$ cat config.mk
export PLATFORM = sky130hd
export DESIGN_NAME = alarm_reporter
export DESIGN_NICKNAME = d
export VERILOG_FILES = /design/src/rtl/alarm_reporter.sv
export SDC_FILE = /design/constraint.sdc
export NUM_CORES = 1
export LEC_CHECK = 0
export ABC_AREA = 1
export CAP_MARGIN = 30
export CORE_UTILIZATION = 51
export CTS_CLUSTER_DIAMETER = 50
export DETAILED_ROUTE_END_ITERATION = 16
export GPL_ROUTABILITY_DRIVEN = 0
export PLACE_DENSITY = 0.76
export SYNTH_ARGS = -nofsm -noshare
export SYNTH_HDL_FRONTEND = slang
export SYNTH_SLANG_ARGS = --single-unit
$ cat constraint.sdc
create_clock -name clk -period 2.07 [get_ports clk]
set_clock_uncertainty 0.05 [all_clocks]
set_input_delay 0.621 -clock clk [delete_from_list [all_inputs] [get_ports clk]]
set_output_delay 0.621 -clock clk [all_outputs]
set_load 0.01 [all_outputs]
$ cat src/rtl/alarm_reporter.sv
// Serial status transmitter: sends {header, byte1, byte2, checksum} UART frames on status change.
// Optional heartbeat packet when idle is enabled by defining ALARM_REPORTER_HEARTBEAT_EN.
module alarm_reporter #(
  parameter int CLKS_PER_BIT     = 16,
  parameter int HEARTBEAT_CYCLES = 4096
) (
  input  logic       clk,
  input  logic       reset,
  input  logic [2:0] alarms,
  input  logic       lights_on,
  input  logic       heat_on,
  input  logic       cool_on,
  input  logic       sprink_on,
  input  logic       pump_on,
  input  logic [7:0] occupants_in,
  output logic       tx,
  output logic       busy,
  output logic [7:0] pkt_count
);

  if (CLKS_PER_BIT < 2 || CLKS_PER_BIT > 255 ||
      HEARTBEAT_CYCLES < 16 || HEARTBEAT_CYCLES > 65535) begin : g_bad_params
    $error("alarm_reporter: parameter out of legal range");
  end

  localparam logic [7:0] BAUD_LAST = 8'(CLKS_PER_BIT - 1);
  localparam logic [7:0] HEADER    = 8'hA5;

  typedef enum logic [2:0] {
    IDLE,
    START,
    DATA,
    STOP,
    GUARD
  } state_t;

  state_t      state_reg, state_next;
  logic [7:0]  baud_cnt_reg, baud_cnt_next;
  logic [2:0]  bit_cnt_reg, bit_cnt_next;
  logic [1:0]  frame_cnt_reg, frame_cnt_next;
  logic [15:0] last_sent_reg, last_sent_next;
  logic [7:0]  pkt_count_reg, pkt_count_next;
  logic        tx_reg, tx_next;
  logic        busy_reg, busy_next;

  logic [15:0] status_word;
  logic        baud_done;
  logic        start_ok;
  logic        start_pkt;
  logic        hb_fire;
  logic [7:0]  cur_byte;

  assign status_word = {alarms, lights_on, heat_on, cool_on, sprink_on, pump_on, occupants_in};
  assign baud_done   = (baud_cnt_reg == BAUD_LAST);

  // A change pending at the end of the guard time launches straight into the next
  // packet, so back-to-back packets are spaced by exactly the busy period.
  assign start_ok  = (state_reg == IDLE) || (state_reg == GUARD && baud_done);
  assign start_pkt = start_ok && ((status_word != last_sent_reg) || hb_fire);

`ifdef ALARM_REPORTER_HEARTBEAT_EN
  localparam logic [15:0] HB_LAST = 16'(HEARTBEAT_CYCLES - 1);

  logic [15:0] hb_cnt_reg, hb_cnt_next;

  assign hb_fire = (state_reg == IDLE) && (hb_cnt_reg == HB_LAST);

  always_comb begin
    hb_cnt_next = hb_cnt_reg;
    if (start_pkt) begin
      hb_cnt_next = 16'd0;
    end else if (state_reg == IDLE) begin
      hb_cnt_next = hb_cnt_reg + 16'd1;
    end
  end

  always_ff @(posedge clk) begin
    if (reset) begin
      hb_cnt_reg <= 16'd0;
    end else begin
      hb_cnt_reg <= hb_cnt_next;
    end
  end
`else
  assign hb_fire = 1'b0;
`endif

  always_ff @(posedge clk) begin
    if (reset) begin
      state_reg     <= IDLE;
      baud_cnt_reg  <= 8'd0;
      bit_cnt_reg   <= 3'd0;
      frame_cnt_reg <= 2'd0;
      last_sent_reg <= 16'h0000;
      pkt_count_reg <= 8'd0;
      tx_reg        <= 1'b1;
      busy_reg      <= 1'b0;
    end else begin
      state_reg     <= state_next;
      baud_cnt_reg  <= baud_cnt_next;
      bit_cnt_reg   <= bit_cnt_next;
      frame_cnt_reg <= frame_cnt_next;
      last_sent_reg <= last_sent_next;
      pkt_count_reg <= pkt_count_next;
      tx_reg        <= tx_next;
      busy_reg      <= busy_next;
    end
  end

  // Baud counter restarts at every bit boundary, so bit timing never accumulates drift.
  always_comb begin
    state_next     = state_reg;
    baud_cnt_next  = baud_done ? 8'd0 : baud_cnt_reg + 8'd1;
    bit_cnt_next   = bit_cnt_reg;
    frame_cnt_next = frame_cnt_reg;
    last_sent_next = last_sent_reg;
    pkt_count_next = pkt_count_reg;
    if (start_pkt) begin
      state_next     = START;
      baud_cnt_next  = 8'd0;
      bit_cnt_next   = 3'd0;
      frame_cnt_next = 2'd0;
      last_sent_next = status_word;
      pkt_count_next = pkt_count_reg + 8'd1;
    end else begin
      case (state_reg)
        IDLE: begin
          baud_cnt_next = 8'd0;
        end
        START: begin
          if (baud_done) begin
            state_next   = DATA;
            bit_cnt_next = 3'd0;
          end
        end
        DATA: begin
          if (baud_done) begin
            if (bit_cnt_reg == 3'd7) begin
              state_next = STOP;
            end else begin
              bit_cnt_next = bit_cnt_reg + 3'd1;
            end
          end
        end
        STOP: begin
          if (baud_done) begin
            if (frame_cnt_reg == 2'd3) begin
              state_next = GUARD;
            end else begin
              state_next     = START;
              frame_cnt_next = frame_cnt_reg + 2'd1;
            end
          end
        end
        GUARD: begin
          if (baud_done) begin
            state_next = IDLE;
          end
        end
        default: begin
          state_next = IDLE;
        end
      endcase
    end
  end

  // Frame payloads come only from the snapshot, never from the live inputs.
  always_comb begin
    cur_byte  = HEADER;
    tx_next   = 1'b1;
    busy_next = (state_next != IDLE);
    case (frame_cnt_next)
      2'd0: cur_byte = HEADER;
      2'd1: cur_byte = last_sent_reg[15:8];
      2'd2: cur_byte = last_sent_reg[7:0];
      2'd3: cur_byte = last_sent_reg[15:8] ^ last_sent_reg[7:0];
      default: cur_byte = HEADER;
    endcase
    case (state_next)
      START:   tx_next = 1'b0;
      DATA:    tx_next = cur_byte[bit_cnt_next];
      default: tx_next = 1'b1;
    endcase
  end

  assign tx        = tx_reg;
  assign busy      = busy_reg;
  assign pkt_count = pkt_count_reg;

endmodule

Word level (Yosys, flattened, before mapping)
Cells that the tools add are included.
{"block": "totals", "register_bits": 42, "latch_bits": 0, "ram_bits": 0, "mem_bits_ro": 0, "input_bits": 18, "out_inout_bits": 10, "wordCells": 55, "memories": 0}
{"block": "op_classes", "addsub": 4, "multipliers": 0, "div_mod_pow": 0, "magnitude_cmp": 1, "eq_ne": 13, "n_shift": 0, "muxes": 21, "bitwise": 1, "reduce_logical": 7}
{"op": "3-bit 2-to-1 mux", "n": 11}
{"op": "8-bit case mux with 4 select lines", "n": 1}
{"op": "8-bit by 1-bit adder with 8-bit output, second input constant", "n": 2}
{"op": "16-bit inequality test", "n": 1}
{"op": "3-bit case mux with 5 select lines", "n": 1}
{"op": "3-bit by 2-bit equality test with 1-bit output, second input constant", "n": 3}
{"op": "8-bit by 4-bit equality test with 1-bit output, second input constant", "n": 1}
{"op": "2-bit 2-to-1 mux", "n": 4}
{"op": "8-bit bitwise XOR", "n": 1}
{"op": "2-bit equality test, second input constant", "n": 3}
{"op": "3-bit by 1-bit equality test with 1-bit output, second input constant", "n": 2}
{"op": "3-bit equality test, second input constant", "n": 2}
{"op": "3-bit case mux with 2 select lines", "n": 1}
{"op": "3-bit by 4-bit less-than comparator with 1-bit output, second input constant", "n": 1}
{"op": "4-bit OR reduction", "n": 1}
{"op": "3-bit by 1-bit adder with 3-bit output, second input constant", "n": 1}
{"op": "1-bit binary-select mux with 3-bit select", "n": 1}
{"op": "3-bit zero test", "n": 1}
{"op": "3-bit nonzero test", "n": 1}
{"op": "2-bit by 1-bit adder with 2-bit output, second input constant", "n": 1}
{"op": "2-bit by 1-bit equality test with 1-bit output, second input constant", "n": 1}
{"op": "1-bit logical AND", "n": 2}
{"op": "2-bit zero test", "n": 1}
{"op": "1-bit case mux with 2 select lines", "n": 1}
{"op": "2 further kinds", "n": 2}

Longest topological paths before layout
{"block": "logic_depth", "word_depth": 10, "depth_mapped": 18, "mapped_depth_nobuf": 18}

Least setup slack after synthesis
Ideal clock, no wire load.
{"block": "synth_path", "kind": "input-to-reg", "start": "input port sprink_on", "end": "register tx_reg (netlist: tx)", "t_arrival_ns": 1.809, "required_time_ns": 1.907, "setup_slack_ns": 0.098, "cell_stages": 16, "path_buffers": 1, "cell_sequence": "inv_1 -> nand2_1 -> nand2_1 -> nor2_1 -> nand2_1 -> nor2_1 -> nand2_1 -> nand2_4 -> buf_8 -> o21ai_1 -> nor2_1 -> nand2_1 -> nand3_1 -> nand3_1 -> nand3_1 -> nand2_1"}
{"block": "synth_between", "elab_chain_cells": 8, "elab_cells_between_ends": 15, "cone_classes": "eq/ne: 6; mux: 7; reduce/logical: 2"}
{"element": "start, declared", "line": "13", "source": "input logic sprink_on,"}
{"element": "16-bit inequality test *", "line": "59", "source": "assign start_pkt = start_ok && ((status_word != last_sent_reg) || hb_fire);"}
{"element": "1-bit logical AND *", "line": "59"}
{"element": "2-bit 2-to-1 mux", "line": "118", "source": "if (start_pkt) begin"}
{"element": "2-bit equality test (tied with other cells)", "line": "172", "source": "case (frame_cnt_next)"}
{"element": "8-bit case mux with 4 select lines", "line": "172"}
{"element": "1-bit binary-select mux with 3-bit select", "line": "181", "source": "DATA: tx_next = cur_byte[bit_cnt_next];"}
{"element": "1-bit 2-to-1 mux (not written as such)", "line": "181"}
{"element": "1-bit case mux with 2 select lines *", "line": "179", "source": "case (state_next)"}
{"element": "end signal, assigned", "line": "105", "source": "tx_reg <= tx_next;"}
{"element": "end, declared", "line": "43", "source": "logic tx_reg, tx_next;"}
Mark *: on every way between the ends. The rest lies on a longest branch, timed or not. The select of a mux whose other input is x is not followed.
A chain may end at the register's enable or synchronous reset.

Worst setup path in the final report
{"block": "layout_path", "start": "register baud_cnt_reg[0]", "end": "register tx_reg (netlist: tx)"}
{"block": "layout_between", "elab_chain_cells": 10, "elab_cells_between_ends": 27, "cone_classes": "eq/ne: 6; mux: 17; reduce/logical: 4"}
{"element": "start, declared", "line": "38", "source": "logic [7:0] baud_cnt_reg, baud_cnt_next;"}
{"element": "start signal, assigned", "line": "100", "source": "baud_cnt_reg <= baud_cnt_next;"}
{"element": "8-bit by 4-bit equality test with 1-bit output *", "line": "54", "source": "assign baud_done = (baud_cnt_reg == BAUD_LAST);"}
{"element": "1-bit logical AND", "line": "58", "source": "assign start_ok = (state_reg == IDLE) || (state_reg == GUARD && baud_done);"}
{"element": "1-bit logical OR", "line": "58"}
{"element": "1-bit logical AND", "line": "59"}
{"element": "2-bit 2-to-1 mux", "line": "118"}
{"element": "2-bit equality test (tied with other cells)", "line": "172"}
{"element": "8-bit case mux with 4 select lines", "line": "172"}
{"element": "1-bit binary-select mux with 3-bit select", "line": "181"}
{"element": "1-bit 2-to-1 mux (not written as such)", "line": "181"}
{"element": "1-bit case mux with 2 select lines *", "line": "179"}
Marks and branches as above.

==> impl_metrics.toml <==
[global_route]
grt_pass1_vias = 2489
antenna_found_initial = 0
grt.total_usage_pct = 25.58
grt_pass1_wl_microns = 10410
grt_max_degree = 21
grt-ovfl-total = 0

[floorplan]
start_util_pct = 52.77
coreArea_sq_um = 4723
dieArea_sq_um = 5170
rows = 25
dieWidth_microns = 71.91
io_pins = 28
fp.dieH_microns = 71.91

[yosys]
ys_seq_area_share_pct = 33.73
yosys.area.top_type = "dfxtp_1"
synth_top_area_share_pct = 33.73
yosys-top-cells-count = "109 x nand2_1, 60 x inv_1, 51 x nor2_1, 42 x dfxtp_1"
syn_nets = 414
synthTopCellsByArea = "dfxtp_1 34%, nand2_1 16%, inv_1 9.0%"
synth_most_common_cell = "nand2_1"
synth.distinct_cells = 33
synth-edff-count = 0
async_flop_share_pct = 0
syn_area_per_cell_sq_um = 6.342
yosys_warnings = 0
synth_area_sq_um = 2492
syn_inst = 393
synth_flop_cell = "dfxtp_1"
ys_ff_latch = 42

[clock_network]
clkTransAtPathRegs_ns = 0.08
clk_latency_ns = 0.30
htreeDepth = 2
numCtsBuffers = 5
cts_hold_buf = 0
clockBufferDepth = 2
clockRootBuffer = "clkbuf_8"
clkSinkCount = 42
tritoncts = "yes"

[sta]
worst_pin_slew_ns = 0.6354
rsz0062_at_grt = "true"
fin_crit_ns = 2.213
hold_viol = 0
worst_slack_ns = -0.1432
fin_tns_setup_ns = -0.2302
setup_viol_count_final = 3
relSlewSlack_pct = 57.45
period_share_pct = 106.9
max_freq_mhz = 451.8
slew_viol_final = 0

[pwr]
p_leak_uw = 0.001690
comb_power_share_pct = 32.6
total_power_uw = 2265
p_sw_uw = 769.0
pwr_density_cell_nw_per_um2 = 650.8
clockPowerShare_pct = 24.8
ir_worst_vdd_v = 0.0006332
seqPwrFrac_pct = 42.5
p_int_uw = 1497
power.share.switching_pct = 33.94

[layout]
antenna_cells = 0
nets = 495
final_cells = 542
layout-drive-gt1-share_pct = 30.74
area_growth_pct = 39.66
largest_reg_flops = 16
fillers = 349

[hold_path]
hold_class = "reg -> reg"
hold_depth = 2

[critical_path]
startpoint_type = "flop"
crit_arrival_ns = 2.41
reg2reg_depth = 18
worstPathMaxFanout = 6
required_ns = 2.26
critPathCaptureType = "flop"
path_class = "reg -> reg"

[job]
maxCapViolCount = 0

[placed_design]
dpl.hpwl_microns = 4228
dp.cells = 512
dp_slack_ns = -0.7388
portBuffers = 27

[drt]
wl_microns = 6565
routedWlPerCell_microns = 12.11
drt-pass1-iter-count = 4
via_count = 2702
drt_first_iter_violations = 207
remaining_drc_errors = 0
postRouteAntennaNets = 0
vias_per_cell = 4.985

[status]
violations = "setup timing"
status = "complete, but fails checks"
-- final cells by class --
| cell class | instances | area, sq um | share of cell area, % |
|---|---|---|---|
| multi-input cells | 274 | 1513 | 43.46 |
| flip-flops and latches | 42 | 844.6 | 24.26 |
| repair buffers | 80 | 664.4 | 19.09 |
| inverters | 71 | 284.0 | 8.160 |
| clock buffers | 7 | 86.33 | 2.480 |
| well taps | 67 | 83.83 | 2.408 |
| clock inverters | 1 | 5.005 | 0.1438 |
-- kinds of logic (layout without fill, tap and decap cells) --
| group | after synthesis | in the layout | share of synthesized area, % |
|---|---|---|---|
| buffers and inverters | 79 | 159 | 13.00 |
| AND/OR/NAND/NOR | 208 | 210 | 37.80 |
| AO/OA/AOI/OAI | 59 | 59 | 13.25 |
| adder cells (fa/ha/maj) | 3 | 3 | 1.506 |
| flip-flops | 42 | 42 | 33.74 |
| XOR/XNOR | 2 | 2 | 0.7029 |
-- worst paths after layout --
kind	start	to	slack, ns
worst min register to register	baud_cnt_reg[5]$_SDFF_PP0_	baud_cnt_reg[5]$_SDFF_PP0_	0.43
worst max register to register	baud_cnt_reg[0]$_SDFF_PP0_	tx$_SDFF_PP1_	-0.14
worst max-delay path	baud_cnt_reg[0]$_SDFF_PP0_	tx$_SDFF_PP1_	-0.14
worst min-delay path	baud_cnt_reg[5]$_SDFF_PP0_	baud_cnt_reg[5]$_SDFF_PP0_	0.43
-- power by group through the flow --
stage	Sequential (uW)	Clock, uW	Combinational (uW)
final	964	562	739
after global routing	975	604	819
after CTS	960	565	652
after detailed placement	974	0	591
after global placement	972	0	575
after floorplan	968	0	353
-- per-layer routing --
layer	global-route usage, %	share of wire [%]	vias to the layer above
met5	0	0	-
met4	8.061	2.2	0
met3	5.694	6.3	19
met2	47.69	51	80
met1	28.89	41	1217
li1	-	-	1386
-- what timing repair did --
action                     in CTS  in global routing
gates resized for setup        78                 49
gates cloned                    2                  0
setup endpoints to repair      30                 21
setup buffers                  10                 10
pin swaps                      38                 20
-- critical path: stages (launching register included) --
cell     delay, ns
dfxtp_2       0.36
ha_4          0.16
nand2_4       0.05
inv_4         0.06
nand2_4       0.06
nor2_8        0.16
inv_4         0.05
a21oi_4       0.25
nand2_4       0.12
buf_6         0.15
nand3_1       0.10
inv_1         0.06
nand2_1       0.06
nand2_1       0.05
nand2_1       0.08
nand3_2       0.10
nand3_2       0.08
nand3_2       0.07
nand2_1       0.08
-- stage by stage --
step | cell area [sq um] | util (%) | hold WS, ns
floorplan | 2492 | - | 0.3675
global placement | 3054 | 64.66 | 0.4119
detailed placement | 3054 | 64.66 | 0.4290
CTS | 3286 | 69.56 | 0.4395
global route | 3481 | 73.70 | 0.4575
finish | 3481 | 73.70 | 0.4343
-- placed cells by master, fill, tap and decap left out, types with 2 or more instances in the layout --
cell             instances
nand2_1                101
inv_1                   54
nor2_1                  43
buf_4                   43
dfxtp_1                 39
a21oi_1                 23
nand3_1                 16
nand3_2                 14
inv_2                   13
o21ai_0                 12
clkdlybuf4s50_1         11
nor2_2                   9
buf_2                    9
buf_6                    9
nand2_4                  8
o21ai_1                  8
nand2_2                  6
clkbuf_8                 6
nand3_4                  4
clkdlybuf4s15_2          4
nor3_1                   3
o21a_1                   3
a31oi_1                  3
nor3b_1                  3
dfxtp_2                  3
inv_4                    2
a21o_1                   2
a21oi_2                  2
o21ai_2                  2
ha_1                     2
clkbuf_2                 2
Note: power is estimated with default switching activity, not from simulation.
